--- src/rtl/rst_seq_pkg.sv ---
// Shared types and limits for the board-level reset sequencer.
package rst_seq_pkg;

  // Upper bound on the number of sequenced reset outputs.
  localparam int unsigned RST_SEQ_MAX_DOMAINS = 16;

  typedef enum logic [1:0] {
    WAIT_LOCK,
    HOLD,
    RELEASE,
    RUN
  } rst_seq_state_e;

endpackage

--- src/rtl/rst_sequencer_if.sv ---
// Sequencer-facing signal bundle: lock/request inputs and the staggered reset outputs.
// With RST_SEQ_WDT_EN defined the bundle also carries the watchdog kick and cause flag.
interface rst_sequencer_if #(
  parameter int unsigned NUM_DOMAINS = 4
);
  logic                   locked_i;
  logic                   sw_rst_req_i;
  logic [NUM_DOMAINS-1:0] rst_n_o;
  logic                   seq_done_o;
`ifdef RST_SEQ_WDT_EN
  logic                   wdt_kick_i;
  logic                   wdt_cause_o;

  modport master (
    input  locked_i,
    input  sw_rst_req_i,
    input  wdt_kick_i,
    output rst_n_o,
    output seq_done_o,
    output wdt_cause_o
  );

  modport slave (
    output locked_i,
    output sw_rst_req_i,
    output wdt_kick_i,
    input  rst_n_o,
    input  seq_done_o,
    input  wdt_cause_o
  );
`else
  modport master (
    input  locked_i,
    input  sw_rst_req_i,
    output rst_n_o,
    output seq_done_o
  );

  modport slave (
    output locked_i,
    output sw_rst_req_i,
    input  rst_n_o,
    input  seq_done_o
  );
`endif
endinterface

--- src/rtl/rst_sync.sv ---
// Flop-chain synchroniser. With ASYNC_CLR the whole chain clears as soon as clr_ni falls,
// which makes it usable as an assert-async / release-sync reset bridge.
module rst_sync #(
  parameter int unsigned STAGES    = 2,
  parameter bit          ASYNC_CLR = 1'b1
) (
  input  logic clk_i,
  input  logic clr_ni,
  input  logic d_i,
  output logic q_o
);

  logic [STAGES-1:0] chain_q;

  if (ASYNC_CLR) begin : g_clr
    // Shift chain with asynchronous clear.
    always_ff @(posedge clk_i or negedge clr_ni) begin
      if (!clr_ni) begin
        chain_q <= '0;
      end else begin
        chain_q <= {chain_q[STAGES-2:0], d_i};
      end
    end
  end else begin : g_noclr
    logic unused_clr_n;
    assign unused_clr_n = clr_ni;

    // Plain shift chain, no reset.
    always_ff @(posedge clk_i) begin
      chain_q <= {chain_q[STAGES-2:0], d_i};
    end
  end

  assign q_o = chain_q[STAGES-1];

endmodule

--- src/rtl/rst_sequencer.sv ---
// Board-level reset sequencer: synchronises pin reset and PLL lock, then releases
// NUM_DOMAINS active-low resets one after another, bit 0 first. Re-sequences on loss of
// lock or a software request. Define RST_SEQ_WDT_EN to add a RUN-state watchdog that
// re-sequences when not kicked and flags the cause on wdt_cause_o.
module rst_sequencer
  import rst_seq_pkg::*;
#(
  parameter int unsigned NUM_DOMAINS = 4,
  parameter int unsigned HOLD_CYCLES = 16,
  parameter int unsigned STEP_CYCLES = 8,
  parameter int unsigned SYNC_STAGES = 2,
  parameter int unsigned WDT_CYCLES  = 1024
) (
  input logic             IO_CLK,
  input logic             IO_RST_N,
  rst_sequencer_if.master bus
);

  localparam int unsigned CntW = $clog2(HOLD_CYCLES + NUM_DOMAINS * STEP_CYCLES);

  logic rst_int_n;
  logic lock_s;

  // The first flop samples the pin; rst_int_n then rises SYNC_STAGES edges after that
  // sampling edge, by which time the lock chain already holds a settled value.
  rst_sync #(
    .STAGES   (SYNC_STAGES + 1),
    .ASYNC_CLR(1'b1)
  ) u_rst_sync (
    .clk_i (IO_CLK),
    .clr_ni(IO_RST_N),
    .d_i   (1'b1),
    .q_o   (rst_int_n)
  );

  rst_sync #(
    .STAGES   (SYNC_STAGES),
    .ASYNC_CLR(1'b0)
  ) u_lock_sync (
    .clk_i (IO_CLK),
    .clr_ni(1'b1),
    .d_i   (bus.locked_i),
    .q_o   (lock_s)
  );

  rst_seq_state_e         state_q, state_d;
  logic [CntW-1:0]        cnt_q, cnt_d;
  logic [NUM_DOMAINS-1:0] rst_n_q, rst_n_d;
  logic                   seq_done_q, seq_done_d;
  logic [NUM_DOMAINS-1:0] hit;
  logic                   lock_lost;
  logic                   sw_restart;
  logic                   wdt_fire;

  // cnt keeps counting from HOLD entry, so domain k is due when it hits HOLD-1 + k*STEP.
  for (genvar k = 0; k < NUM_DOMAINS; k++) begin : g_hit
    assign hit[k] = (cnt_q == CntW'(HOLD_CYCLES - 1 + k * STEP_CYCLES));
  end

  assign lock_lost  = (state_q != WAIT_LOCK) && !lock_s;
  assign sw_restart = bus.sw_rst_req_i && ((state_q == RELEASE) || (state_q == RUN));

`ifdef RST_SEQ_WDT_EN
  localparam int unsigned WdtW = $clog2(WDT_CYCLES + 1);

  logic [WdtW-1:0] wdt_q, wdt_d;
  logic            wdt_cause_q, wdt_cause_d;

  assign wdt_fire = (state_q == RUN) && lock_s && !bus.wdt_kick_i &&
                    (wdt_q == WdtW'(WDT_CYCLES - 1));

  // Watchdog counts only in RUN; any kick or leaving RUN clears it.
  always_comb begin
    wdt_d       = '0;
    wdt_cause_d = wdt_cause_q;
    if ((state_q == RUN) && !bus.wdt_kick_i && !wdt_fire) begin
      wdt_d = wdt_q + WdtW'(1);
    end
    if (wdt_fire) begin
      wdt_cause_d = 1'b1;
    end else if (bus.sw_rst_req_i) begin
      wdt_cause_d = 1'b0;
    end
  end

  // Watchdog state registers.
  always_ff @(posedge IO_CLK or negedge rst_int_n) begin
    if (!rst_int_n) begin
      wdt_q       <= '0;
      wdt_cause_q <= 1'b0;
    end else begin
      wdt_q       <= wdt_d;
      wdt_cause_q <= wdt_cause_d;
    end
  end

  assign bus.wdt_cause_o = wdt_cause_q;
`else
  logic [31:0] unused_wdt_cycles;
  assign unused_wdt_cycles = WDT_CYCLES;
  assign wdt_fire          = 1'b0;
`endif

  // Next-state and registered-output logic; restart events override the normal flow.
  always_comb begin
    state_d    = state_q;
    cnt_d      = cnt_q;
    rst_n_d    = rst_n_q;
    seq_done_d = seq_done_q;

    unique case (state_q)
      WAIT_LOCK: begin
        rst_n_d    = '0;
        seq_done_d = 1'b0;
        cnt_d      = '0;
        if (lock_s) begin
          state_d = HOLD;
        end
      end
      HOLD, RELEASE: begin
        cnt_d   = cnt_q + CntW'(1);
        rst_n_d = rst_n_q | hit;
        if (hit[NUM_DOMAINS-1]) begin
          state_d    = RUN;
          seq_done_d = 1'b1;
        end else if (hit[0]) begin
          state_d = RELEASE;
        end
      end
      RUN: begin
      end
      default: state_d = WAIT_LOCK;
    endcase

    if (lock_lost) begin
      state_d    = WAIT_LOCK;
      cnt_d      = '0;
      rst_n_d    = '0;
      seq_done_d = 1'b0;
    end else if (wdt_fire || sw_restart) begin
      state_d    = HOLD;
      cnt_d      = '0;
      rst_n_d    = '0;
      seq_done_d = 1'b0;
    end
  end

  // Sequencer state and output registers, cleared asynchronously by the pin reset.
  always_ff @(posedge IO_CLK or negedge rst_int_n) begin
    if (!rst_int_n) begin
      state_q    <= WAIT_LOCK;
      cnt_q      <= '0;
      rst_n_q    <= '0;
      seq_done_q <= 1'b0;
    end else begin
      state_q    <= state_d;
      cnt_q      <= cnt_d;
      rst_n_q    <= rst_n_d;
      seq_done_q <= seq_done_d;
    end
  end

  assign bus.rst_n_o    = rst_n_q;
  assign bus.seq_done_o = seq_done_q;

endmodule
--- src/flat_wrapper.sv ---
// flat-port wrapper written by rule: the top's interface ports become plain ports
module rst_sequencer_flat import rst_seq_pkg::*;
#(
  parameter int unsigned NUM_DOMAINS = 4,
  parameter int unsigned HOLD_CYCLES = 16,
  parameter int unsigned STEP_CYCLES = 8,
  parameter int unsigned SYNC_STAGES = 2,
  parameter int unsigned WDT_CYCLES  = 1024
)
  (IO_CLK, IO_RST_N, bus_locked_i, bus_sw_rst_req_i, bus_rst_n_o, bus_seq_done_o);
  rst_sequencer_if #(.NUM_DOMAINS(NUM_DOMAINS)) bus_i ();
  input logic IO_CLK;
  input logic IO_RST_N;
  input wire logic [$bits(bus_i.locked_i)-1:0] bus_locked_i;
  input wire logic [$bits(bus_i.sw_rst_req_i)-1:0] bus_sw_rst_req_i;
  output wire logic [$bits(bus_i.rst_n_o)-1:0] bus_rst_n_o;
  output wire logic [$bits(bus_i.seq_done_o)-1:0] bus_seq_done_o;
  assign bus_i.locked_i = bus_locked_i;
  assign bus_i.sw_rst_req_i = bus_sw_rst_req_i;
  assign bus_rst_n_o = bus_i.rst_n_o;
  assign bus_seq_done_o = bus_i.seq_done_o;
  rst_sequencer #(.NUM_DOMAINS(NUM_DOMAINS), .HOLD_CYCLES(HOLD_CYCLES), .STEP_CYCLES(STEP_CYCLES), .SYNC_STAGES(SYNC_STAGES), .WDT_CYCLES(WDT_CYCLES)) u_core (.IO_CLK(IO_CLK), .IO_RST_N(IO_RST_N), .bus(bus_i));
endmodule
--- config.mk ---
export PLATFORM = sky130hd
export DESIGN_NAME = rst_sequencer_flat
export DESIGN_NICKNAME = d
export VERILOG_FILES = /design/src/rtl/rst_seq_pkg.sv /design/src/rtl/rst_sequencer_if.sv /design/src/rtl/rst_sync.sv /design/src/rtl/rst_sequencer.sv /design/src/flat_wrapper.sv
export SDC_FILE = /design/constraint.sdc
export NUM_CORES = 1
export LEC_CHECK = 0
export ABC_AREA = 1
export BUFFER_PORTS_ARGS = -buffer_cell sky130_fd_sc_hd__buf_2
export CORE_UTILIZATION = 45
export CTS_CLUSTER_DIAMETER = 30
export DETAILED_ROUTE_END_ITERATION = 7
export GPL_TIMING_DRIVEN = 0
export HOLD_SLACK_MARGIN = 0.02
export PLACE_DENSITY_LB_ADDON = 0.1
export RECOVER_POWER = 25
export SYNTH_ARGS = -nofsm -noshare
export SYNTH_HDL_FRONTEND = slang
export SYNTH_SLANG_ARGS = --single-unit
--- constraint.sdc ---
create_clock -name IO_CLK -period 0.8 [get_ports IO_CLK]
set_input_delay 0 -clock IO_CLK [delete_from_list [all_inputs] [get_ports IO_CLK]]
set_output_delay 0 -clock IO_CLK [all_outputs]
set_load 0.05 [all_outputs]
* After elaboration in Yosys (flattened, before gate mapping)
Index checks and enable logic that the tools add are counted.
** Storage, ports and cells
- Register bits :: 18
- Bits of input ports :: 4
- Logic and storage cells :: 44
** Cells by class
- Multiplexer cells :: 16
- Bitwise gates (word level) :: 1
- Reductions and logical operators :: 10
- $add $sub $neg :: 1
- Equality and inequality tests :: 10
** Operators with widths (number)
- $eq A6 B5 Y1 const B :: 2
- $mux W6 :: 2
- $pmux W6 S2 :: 1
- $mux W2 :: 5
- $mux W4 :: 2
- $pmux W4 S2 :: 1
- $add A6 B1 Y6 const B :: 1
- $eq A6 B4 Y1 const B :: 1
- $eq A6 B6 Y1 const B :: 1
- $ne A5 B1 Y1 const B :: 1
- $eq A2 B2 Y1 const B :: 2
- $ne A4 B1 Y1 const B :: 1
- $ne A4 B2 Y1 const B :: 1
- $or A4 B4 Y4 :: 1
- $pmux W2 S2 :: 1
- $reduce_bool A4 Y1 :: 1
- $mux W1 :: 3
- $reduce_and A3 Y1 :: 1
- $eq A2 B1 Y1 const B :: 1
- $logic_and A1 B1 Y1 :: 2
- $logic_not A2 Y1 :: 1
- $pmux W1 S2 :: 1
- $reduce_and A2 Y1 :: 1
- $reduce_bool A2 Y1 :: 1
- other kinds (3) :: 3

* Depth between registers and ports, before layout
Gate-level depths: netlist (run 1).
- Depth after elaboration :: 6
- Depth in mapped cells :: 9
- Mapped depth without buffers :: 9

* Cells and area by module
Synthesis (run 1) repeated with hierarchy kept, for this count alone.
** Unflattened totals
- Cell total of the unflattened synthesis :: 102
- Area total of the unflattened synthesis :: 893.4 um^2
** By module, submodules not included
- rst_sequencer :: instances 1, seq. area each 325.3 um^2, cells each 97, area an instance 778.2 um^2
- rst_sync (u_core.u_rst_sync) :: instances 1, seq. area each 75.1 um^2, cells each 3, area an instance 75.1 um^2
- rst_sync (u_core.u_lock_sync) :: instances 1, seq. area each 40.0 um^2, cells each 2, area an instance 40.0 um^2

* Worst setup path before layout (run 1)
OpenSTA, ideal clock, no wires.
- Path kind :: register to register
- Start point :: reg u_core.state_q[1]
- End point :: reg u_core.cnt_q[2]
- Buffers on the path :: 1
- Library setup time :: 0.119 ns
- Arrival time :: 1.270 ns
- Stages on the path, launching flop included :: 7
- Setup slack :: -0.589 ns
- Period minus slack after synthesis :: 1.389 ns
- Cell sequence :: dfrtp_1 > ha_1 > o21ai_2 > nand3_2 > buf_6 > a21oi_1 > nor2_1
** On the way
- Longest elaborated chain between the ends :: 5
** RTL lines
- from (decl) :: line rst_sequencer.sv:46 : rst_seq_state_e state_q, state_d;
- from (signal assigned) :: line rst_sequencer.sv:156 : state_q <= state_d;
- $eq A2 B1 Y1 (tied with other cells) :: line rst_sequencer.sv:111 : unique case (state_q)
- $reduce_or A2 Y1 / $logic_or A1 B1 Y1 (equally long branches) :: line rst_sequencer.sv:111, rst_sequencer.sv:61
- $pmux W6 S2 / $logic_and A1 B1 Y1 (equally long branches) :: line rst_sequencer.sv:111, rst_sequencer.sv:61
- $mux W6 :: line rst_sequencer.sv:140 : end else if (wdt_fire || sw_restart) begin
- $mux W6 :: line rst_sequencer.sv:135 : if (lock_lost) begin
- to (signal assigned) :: line rst_sequencer.sv:157 : cnt_q <= cnt_d;
- to (decl) :: line rst_sequencer.sv:47 : logic [CntW-1:0] cnt_q, cnt_d;
Several ways; a longest one is shown, not always the timed one.
A chain may end at the register's enable or synchronous reset.

* Final worst setup path (run 1)
- Start point :: reg u_core.state_q[1]
- End point :: reg u_core.rst_n_q[3] (netlist: u_core.bus.rst_n_o[3])
** On the way
- Longest elaborated chain between the ends :: 5
** RTL lines
- $eq A2 B1 Y1 (tied with other cells) :: line rst_sequencer.sv:111
- $reduce_or A2 Y1 / $logic_or A1 B1 Y1 (equally long branches) :: line rst_sequencer.sv:111, rst_sequencer.sv:61
- $pmux W4 S2 / $logic_and A1 B1 Y1 (equally long branches) :: line rst_sequencer.sv:111, rst_sequencer.sv:61
- $mux W4 :: line rst_sequencer.sv:140
- $mux W4 :: line rst_sequencer.sv:135
- to (signal assigned) :: line rst_sequencer.sv:158 : rst_n_q <= rst_n_d;
- to (decl) :: line rst_sequencer.sv:48 : logic [NUM_DOMAINS-1:0] rst_n_q, rst_n_d;
Several ways; a longest one is shown, not always the timed one.

==> results.py, run 1 <==
metrics = {
    "cts": {
        "clk_pin_slew_worst_paths_ns": 0.10,
        "max-clock-path-buffers": 2,
        "cts_buffers": 3,
        "htree_levels": 1,
        "cts_tree": "built",
        "worstSkewPairLatency_ns": 0.28,
        "cts.sinks": 18,
        "cts-root-buf": "clkbuf_4",
    },
    "floorplanning": {
        "die_w_um": 45.7,
        "initial_core_util": 0.487,
        "die_h_um": 45.7,
        "die-area_um2": 2090,
        "pin_count": 9,
        "coreArea_um2": 1760,
        "num_rows": 15,
    },
    "grt": {
        "antenna_found_initial": 0,
        "grt_pass1_vias": 670,
        "grt_pass1_wl_um": 2730,
        "grt_usage": 0.183,
        "grt_max_degree": 14,
        "overflow": 0,
    },
    "place": {
        "place.gp.congestion": 0.829,
        "place_ws_ns": -0.714,
        "placed_cells": 132,
        "dp_hpwl_um": 1100,
        "io_buffers": 8,
    },
    "sta": {
        "fmax_mhz": 677,
        "min_period_ns": 1.48,
        "maxSlewHeadroom": 0.641,
        "setup_viol": 18,
        "worst_slack_ns": -0.676,
        "period_share": 1.85,
        "clock_skew_ns": 0.00433,
        "drv_slew": 0,
        "fin_hold_ws_ns": 0.196,
        "worst_slew_pin_slew_ns": 0.539,
        "finalHoldViolations": 0,
        "rsz0062_at_grt": "true",
    },
    "setup_path": {
        "criticalPathCategory": "flip-flop to flip-flop",
        "worstSetupStartpointType": "flip-flop",
        "timing.rr.start": "u_core.state_q[1]",
        "cp.required_ns": 0.98,
        "reg2reg_to": "u_core.bus.rst_n_o[3]",
        "cp_max_fo": 5,
        "end_kind": "flip-flop",
        "reg2reg_depth": 6,
        "cp_data_arrival_time_ns": 1.66,
        "r2r_slack_ns": -0.68,
    },
    "layout": {
        "layout-drive-gt1-share": 0.398,
        "regArea_um2": 442,
        "fin_nets": 132,
        "diodes": 0,
        "instances_no_fill": 148,
        "multi_input_area_um2": 457,
        "fin_util": 0.684,
        "area_delta_synth_final_pct": 40.7,
        "nFillCells": 147,
    },
    "worst_hold_path": {
        "hold_path_class": "primary input to flip-flop",
        "worstHoldPathCells": 6,
        "min_to": "u_core.cnt_q[1]",
        "hold_start": "bus_sw_rst_req_i",
    },
    "logic_synthesis": {
        "yosys.area.top_type_share": 0.466,
        "ys_top_cells_by_area": "dfrtp_1, nand2_1, nor2_1",
        "ys_warn_count": 0,
        "yosysMostFrequentCell": "nand2_1",
        "synthDistinctLibCells": 18,
        "syn-num-nets": 107,
        "async_flop_share": 0.889,
        "synthCells": 99,
        "synthTopCellsByCount": "nand2_1, dfrtp_1, nor2_1",
        "synth_top_area_cell": "dfrtp_1",
        "ys_ff_latch": 18,
        "synth-edff-count": 0,
        "syn_area_um2": 858,
        "avgSynthCellArea_um2": 8.67,
        "synth_flop_cell": "dfrtp_1",
        "ys_seq_area_frac": 0.513,
    },
    "flow_run": {
        "max-cap-violations": 0,
    },
    "drt": {
        "drt_iter0_markers": 2,
        "drtPass1Iterations": 2,
        "routed_wl_um": 1790,
        "vias_per_cell": 4.83,
        "num_vias": 715,
        "drc_errors": 0,
        "ant_nets": 0,
        "wl_per_cell_um": 12.1,
    },
    "power": {
        "seqPwrFrac": 0.365,
        "clkPwrFrac": 0.144,
        "switchingPower_mw": 1.30,
        "power.total_mw": 3.15,
        "ir_drop_uv": 1800,
        "p_sw_frac": 0.413,
        "combinationalPowerShare": 0.491,
        "power_density_nw_per_um2": 2610,
        "leakage_nw": 0.542,
        "p_int_mw": 1.85,
    },
    "outcome": {
        "violations": "negative setup slack",
        "status": "complete, but fails checks",
    },
}
==> cell type report <==
type | count | share of cell area
Multi-Input combinational cell | 66 | 0.378
Sequential cell | 18 | 0.366
Clock buffer | 4 | 0.0218
Buffer | 1 | 0.00933
Timing Repair Buffer | 20 | 0.153
Inverter | 14 | 0.0456
Tap cell | 25 | 0.0259
==> timing repair <==
item	4_1_cts	5_1_grt
setup endpoints to repair	18	18
gates resized for setup	25	11
pin swaps	5	6
cloned	1	0
hold buffers	3	0
endpoints found under the hold margin	4	0
setup buffers	4	4
==> worst max-delay path, cell delays in order (launching register included) <==
cell	delay, ns
dfrtp_2	0.47
ha_4	0.20
o21ai_4	0.22
nand3_4	0.15
buf_6	0.17
a21oi_1	0.12
nor2_1	0.05
==> how the worst max path moves through the flow <==
stage	cells past startpoint	startpoint	to	slack [ns]
floorplan	6	u_core.state_q[1]	u_core.cnt_q[2]	-0.55
global placement	6	u_core.state_q[1]	u_core.bus.rst_n_o[2]	-0.70
detailed placement	7	u_core.state_q[0]	u_core.bus.rst_n_o[2]	-0.71
CTS	9	u_core.state_q[0]	u_core.cnt_q[5]	-0.65
global route	7	u_core.state_q[1]	u_core.cnt_q[5]	-0.74
finish	6	u_core.state_q[1]	u_core.bus.rst_n_o[3]	-0.68
==> layout by cell type, fill, tap and decap left out, types with 2 or more instances in the layout <==
cell type       n
buf_4           7
inv_1          11
nor2_1         12
nand2_2         2
dlygate4sd3_1   3
dfrtp_1        15
dfxtp_1         2
nand2_1        16
clkbuf_4        3
ha_2            2
nor2_4          2
buf_2           3
buf_6           7
o21ai_4         2
nor2_2          2
inv_2           2
a21oi_2         7
ha_4            2
nand3_2         2
nand3_1         9
==> layer usage <==
layer | wire, um | GRT usage | vias to the layer above
met1 | 806 | 0.247 | 347
met4 | 8 | 0.0545 | 0
met5 | 0 | 0 | -
li1 | - | - | 361
met3 | 28 | 0.0238 | 2
met2 | 945 | 0.303 | 5
==> power by group through the flow <==
| stage | logic, mW | clock network (mW) | registers, mW |
|---|---|---|---|
| final | 1.55 | 0.454 | 1.15 |
| after global routing | 1.73 | 0.511 | 1.16 |
| after CTS | 1.47 | 0.474 | 1.12 |
| after detailed placement | 1.10 | 0 | 1.13 |
| after global placement | 1.08 | 0 | 1.12 |
| after floorplan | 0.907 | 0 | 1.11 |
==> flip-flops by register name (all words and copies together), names as in the netlist <==
signal,count
u_core.state_q,2
u_core.u_lock_sync.chain_q,2
u_core.bus.seq_done_o,1
u_core.cnt_q,6
u_core.bus.rst_n_o,4
u_core.u_rst_sync.chain_q,3
==> cell families after synthesis <==
| group | count (synthesis) | synth area share |
|---|---|---|
| simple gates | 49 | 0.271 |
| flops | 18 | 0.513 |
| buf+inv | 15 | 0.0743 |
| compound gates | 12 | 0.0787 |
| fa+ha+maj | 4 | 0.0583 |
| other cells | 1 | 0.00437 |
==> per-stage QoR <==
stage / setup TNS [ns] / cell area [um^2]
after floorplan: -6.86 / 876
after global placement: -8.29 / 947
after detailed placement: -8.54 / 947
after CTS: -8.48 / 1130
after global routing: -9.68 / 1210
final: -8.66 / 1210
Power figures use the tool's default switching activity.
==> inputs of run 2 (changes only) <==
--- a/config.mk
+++ b/config.mk
@@ -14,6 +14,8 @@
 export HOLD_SLACK_MARGIN = 0.02
 export PLACE_DENSITY_LB_ADDON = 0.1
 export RECOVER_POWER = 25
+export SETUP_SLACK_MARGIN = 0.5
 export SYNTH_ARGS = -nofsm -noshare
 export SYNTH_HDL_FRONTEND = slang
+export SYNTH_HIERARCHICAL = 1
 export SYNTH_SLANG_ARGS = --single-unit
==> constraint.sdc (replaced) <==
create_clock -name IO_CLK -period 1.6 [get_ports IO_CLK]
set_input_delay 0 -clock IO_CLK [delete_from_list [all_inputs] [get_ports IO_CLK]]
set_output_delay 0 -clock IO_CLK [all_outputs]
set_load 0.05 [all_outputs]
==> run 2 against run 1 <==
  * The flow now finishes without violations
  * Highest routed layer unchanged
  * Non-clock buffer count fell by 3
  * Sequential cell count did not move
  * Synthesized area increased by 4.1%
  * Cell count is 0.68% higher
  * Combinational power shrank 41%
  * Sequential power fell by 48%
  * Critical path depth grew 2
  * Total power decreased by 45%
  * Final area shrank 2.0%
==> results.py, run 2 <==
metrics = {
    "grt": {
        "antenna_found_initial": 0,
        "overflow": 0,
        "grt_usage": 0.210,
        "grt_max_degree": 14,
        "grt_pass1_wl_um": 2960,
        "grt_pass1_vias": 699,
    },
    "layout": {
        "layout-drive-gt1-share": 0.339,
        "multi_input_area_um2": 497,
        "nFillCells": 157,
        "design_area_um2": 1180,
        "fin_nets": 135,
        "final_common_cell": "nand2_1",
        "final_cell_mix": "nand2_1, dfrtp_1, inv_1",
        "diodes": 0,
        "regArea_um2": 443,
        "area_delta_synth_final_pct": 32.5,
        "largest-register": "u_core/cnt_q",
        "largest_register_ffs": 6,
    },
    "logic_synthesis": {
        "async_flop_share": 0.889,
        "synthTopCellsByCount": "nand2_1, dfrtp_1, inv_1",
        "ys_ff_latch": 18,
        "syn_area_um2": 893,
        "yosysMostFrequentCell": "nand2_1",
        "synth_flop_cell": "dfrtp_1",
        "avgSynthCellArea_um2": 8.76,
        "synthDistinctLibCells": 18,
        "syn-num-nets": 112,
        "synthCells": 102,
        "ys_warn_count": 6,
        "yosys.area.top_type_share": 0.448,
        "synth_top_area_cell": "dfrtp_1",
        "synth-edff-count": 0,
        "ys_top_cells_by_area": "dfrtp_1, ha_1, nand2_1",
        "ys_seq_area_frac": 0.493,
    },
    "sta": {
        "finalHoldViolations": 0,
        "worst_slew_pin_slew_ns": 0.542,
        "clock_skew_ns": 0.00712,
        "fmax_mhz": 663,
        "rsz0062_at_grt": "true",
        "drv_slew": 0,
        "setup_viol": 0,
        "maxSlewHeadroom": 0.639,
        "fin_tns_setup_ns": 0,
        "period_share": 0.942,
        "min_period_ns": 1.51,
    },
    "cts": {
        "cts-root-buf": "clkbuf_4",
        "cts.sinks": 18,
        "htree_levels": 1,
        "clk_pin_slew_worst_paths_ns": 0.10,
        "cts_tree": "built",
        "worstSkewPairLatency_ns": 0.29,
        "cts_buffers": 3,
        "max-clock-path-buffers": 2,
    },
    "place": {
        "io_buffers": 8,
        "place.gp.congestion": 0.769,
        "placed_area_um2": 967,
        "dp_hpwl_um": 1130,
    },
    "setup_path": {
        "cp_max_fo": 10,
        "crit_start": "u_core/state_q[1]",
        "worstSetupStartpointType": "flip-flop",
        "reg2reg_depth": 8,
        "cp_data_arrival_time_ns": 1.69,
        "criticalPathCategory": "flip-flop to flip-flop",
        "timing.rr.start": "u_core/state_q[1]",
        "end_kind": "flip-flop",
        "cp.required_ns": 1.78,
    },
    "floorplanning": {
        "die-area_um2": 2170,
        "num_rows": 15,
        "pin_count": 9,
        "die_h_um": 46.6,
        "coreArea_um2": 1800,
        "initial_core_util": 0.496,
        "die_w_um": 46.6,
    },
    "drt": {
        "drc_errors": 0,
        "drt_iter0_markers": 21,
        "routed_wl_um": 1990,
        "num_vias": 740,
        "vias_per_cell": 4.97,
        "drtPass1Iterations": 5,
        "ant_nets": 0,
        "wl_per_cell_um": 13.4,
    },
    "power": {
        "ir_drop_uv": 1080,
        "p_sw_frac": 0.425,
        "seqPwrFrac": 0.344,
        "power_density_nw_per_um2": 1470,
        "clkPwrFrac": 0.134,
        "combinationalPowerShare": 0.522,
        "leakage_nw": 0.531,
        "switchingPower_mw": 0.740,
        "p_int_mw": 0.999,
    },
    "flow_run": {
        "max-cap-violations": 0,
    },
    "outcome": {
        "status": "finished, final reports clean",
    },
    "worst_hold_path": {
        "worstHoldPathCells": 6,
        "hold_path_class": "primary input to flip-flop",
        "hold_start": "bus_sw_rst_req_i",
    },
}
-- run 2: power by group through the flow --
stage	Clock [mW]	Sequential, mW	Combinational (mW)
floorplan	0	0.561	0.453
global placement	0	0.571	0.538
detailed placement	0	0.573	0.551
CTS	0.237	0.586	0.773
global route	0.260	0.606	0.992
finish	0.233	0.598	0.908
-- run 2: cell families (layout without fill, tap and decap cells) --
kind of cell	count (synthesis)	after routing	share of synthesized area
other	1	1	0.00420
AND/OR/NAND/NOR	49	49	0.254
adder cells (fa/ha/maj)	6	6	0.0840
buffers and inverters	15	36	0.0714
AO/OA/AOI/OAI	13	14	0.0938
flip-flops	18	18	0.493
-- run 2: repair_timing --
item / 4_1_cts / 5_1_grt
resized for setup: 16 / 9
setup buffers: 5 / 1
gates cloned: 1 / 0
setup endpoints to repair: 13 / 13
hold endpoints to repair: 4 / 3
pin swaps: 3 / 6
hold buffers: 2 / 1
-- run 2: metal layers --
layer	routed length, um	up-vias	GRT usage	part of all wire
met4	63	0	0.135	0.032
met3	104	6	0.0510	0.052
li1	-	373	-	-
met2	954	26	0.333	0.48
met1	868	335	0.249	0.44
met5	0	-	0	0
-- run 2: layout make-up --
class	instances	area share
well taps	25	0.0264
clock buffers	4	0.0222
inverters	14	0.0486
plain buffers	1	0.00951
repair buffers	17	0.0994
flip-flops and latches	18	0.374
multi-input cells	70	0.420
-- run 2: final timing paths --
kind | end | slack (ns)
min in group asynchronous | u_core/bus.seq_done_o | 0.22
hold / removal | u_core/cnt_q[1] | 0.20
hold reg to reg | u_core/bus.seq_done_o | 0.22
setup / recovery | u_core/cnt_q[2] | 0.09
max in group asynchronous | u_core/u_rst_sync/chain_q[1] | 0.88
setup reg to reg | u_core/cnt_q[2] | 0.09
-- run 2: worst max-delay path, cell delays in order (launching register included) --
cell	delay, ns
dfrtp_2	0.49
inv_4	0.10
ha_4	0.15
nor2_4	0.05
nor2_4	0.17
nand2_2	0.10
buf_6	0.15
a21oi_2	0.13
nor3_1	0.06
-- run 2: per-stage QoR --
| stage | hold WS [ns] | worst slack (ns) | util | std cells | total power, mW |
|---|---|---|---|---|---|
| 5_1_grt | 0.217 | 0.00460 | 0.657 | 149 | 1.86 |
| 6_report | 0.202 | 0.0924 | 0.657 | 149 | 1.74 |
| 3_5_place_dp | -0.203 | 0.107 | 0.537 | 135 | 1.12 |
| 2_1_floorplan | -0.296 | 0.247 | - | 102 | 1.01 |
| 4_1_cts | 0.0207 | 0.160 | 0.624 | 147 | 1.60 |
| 3_3_place_gp | -0.203 | 0.115 | 0.537 | 135 | 1.11 |
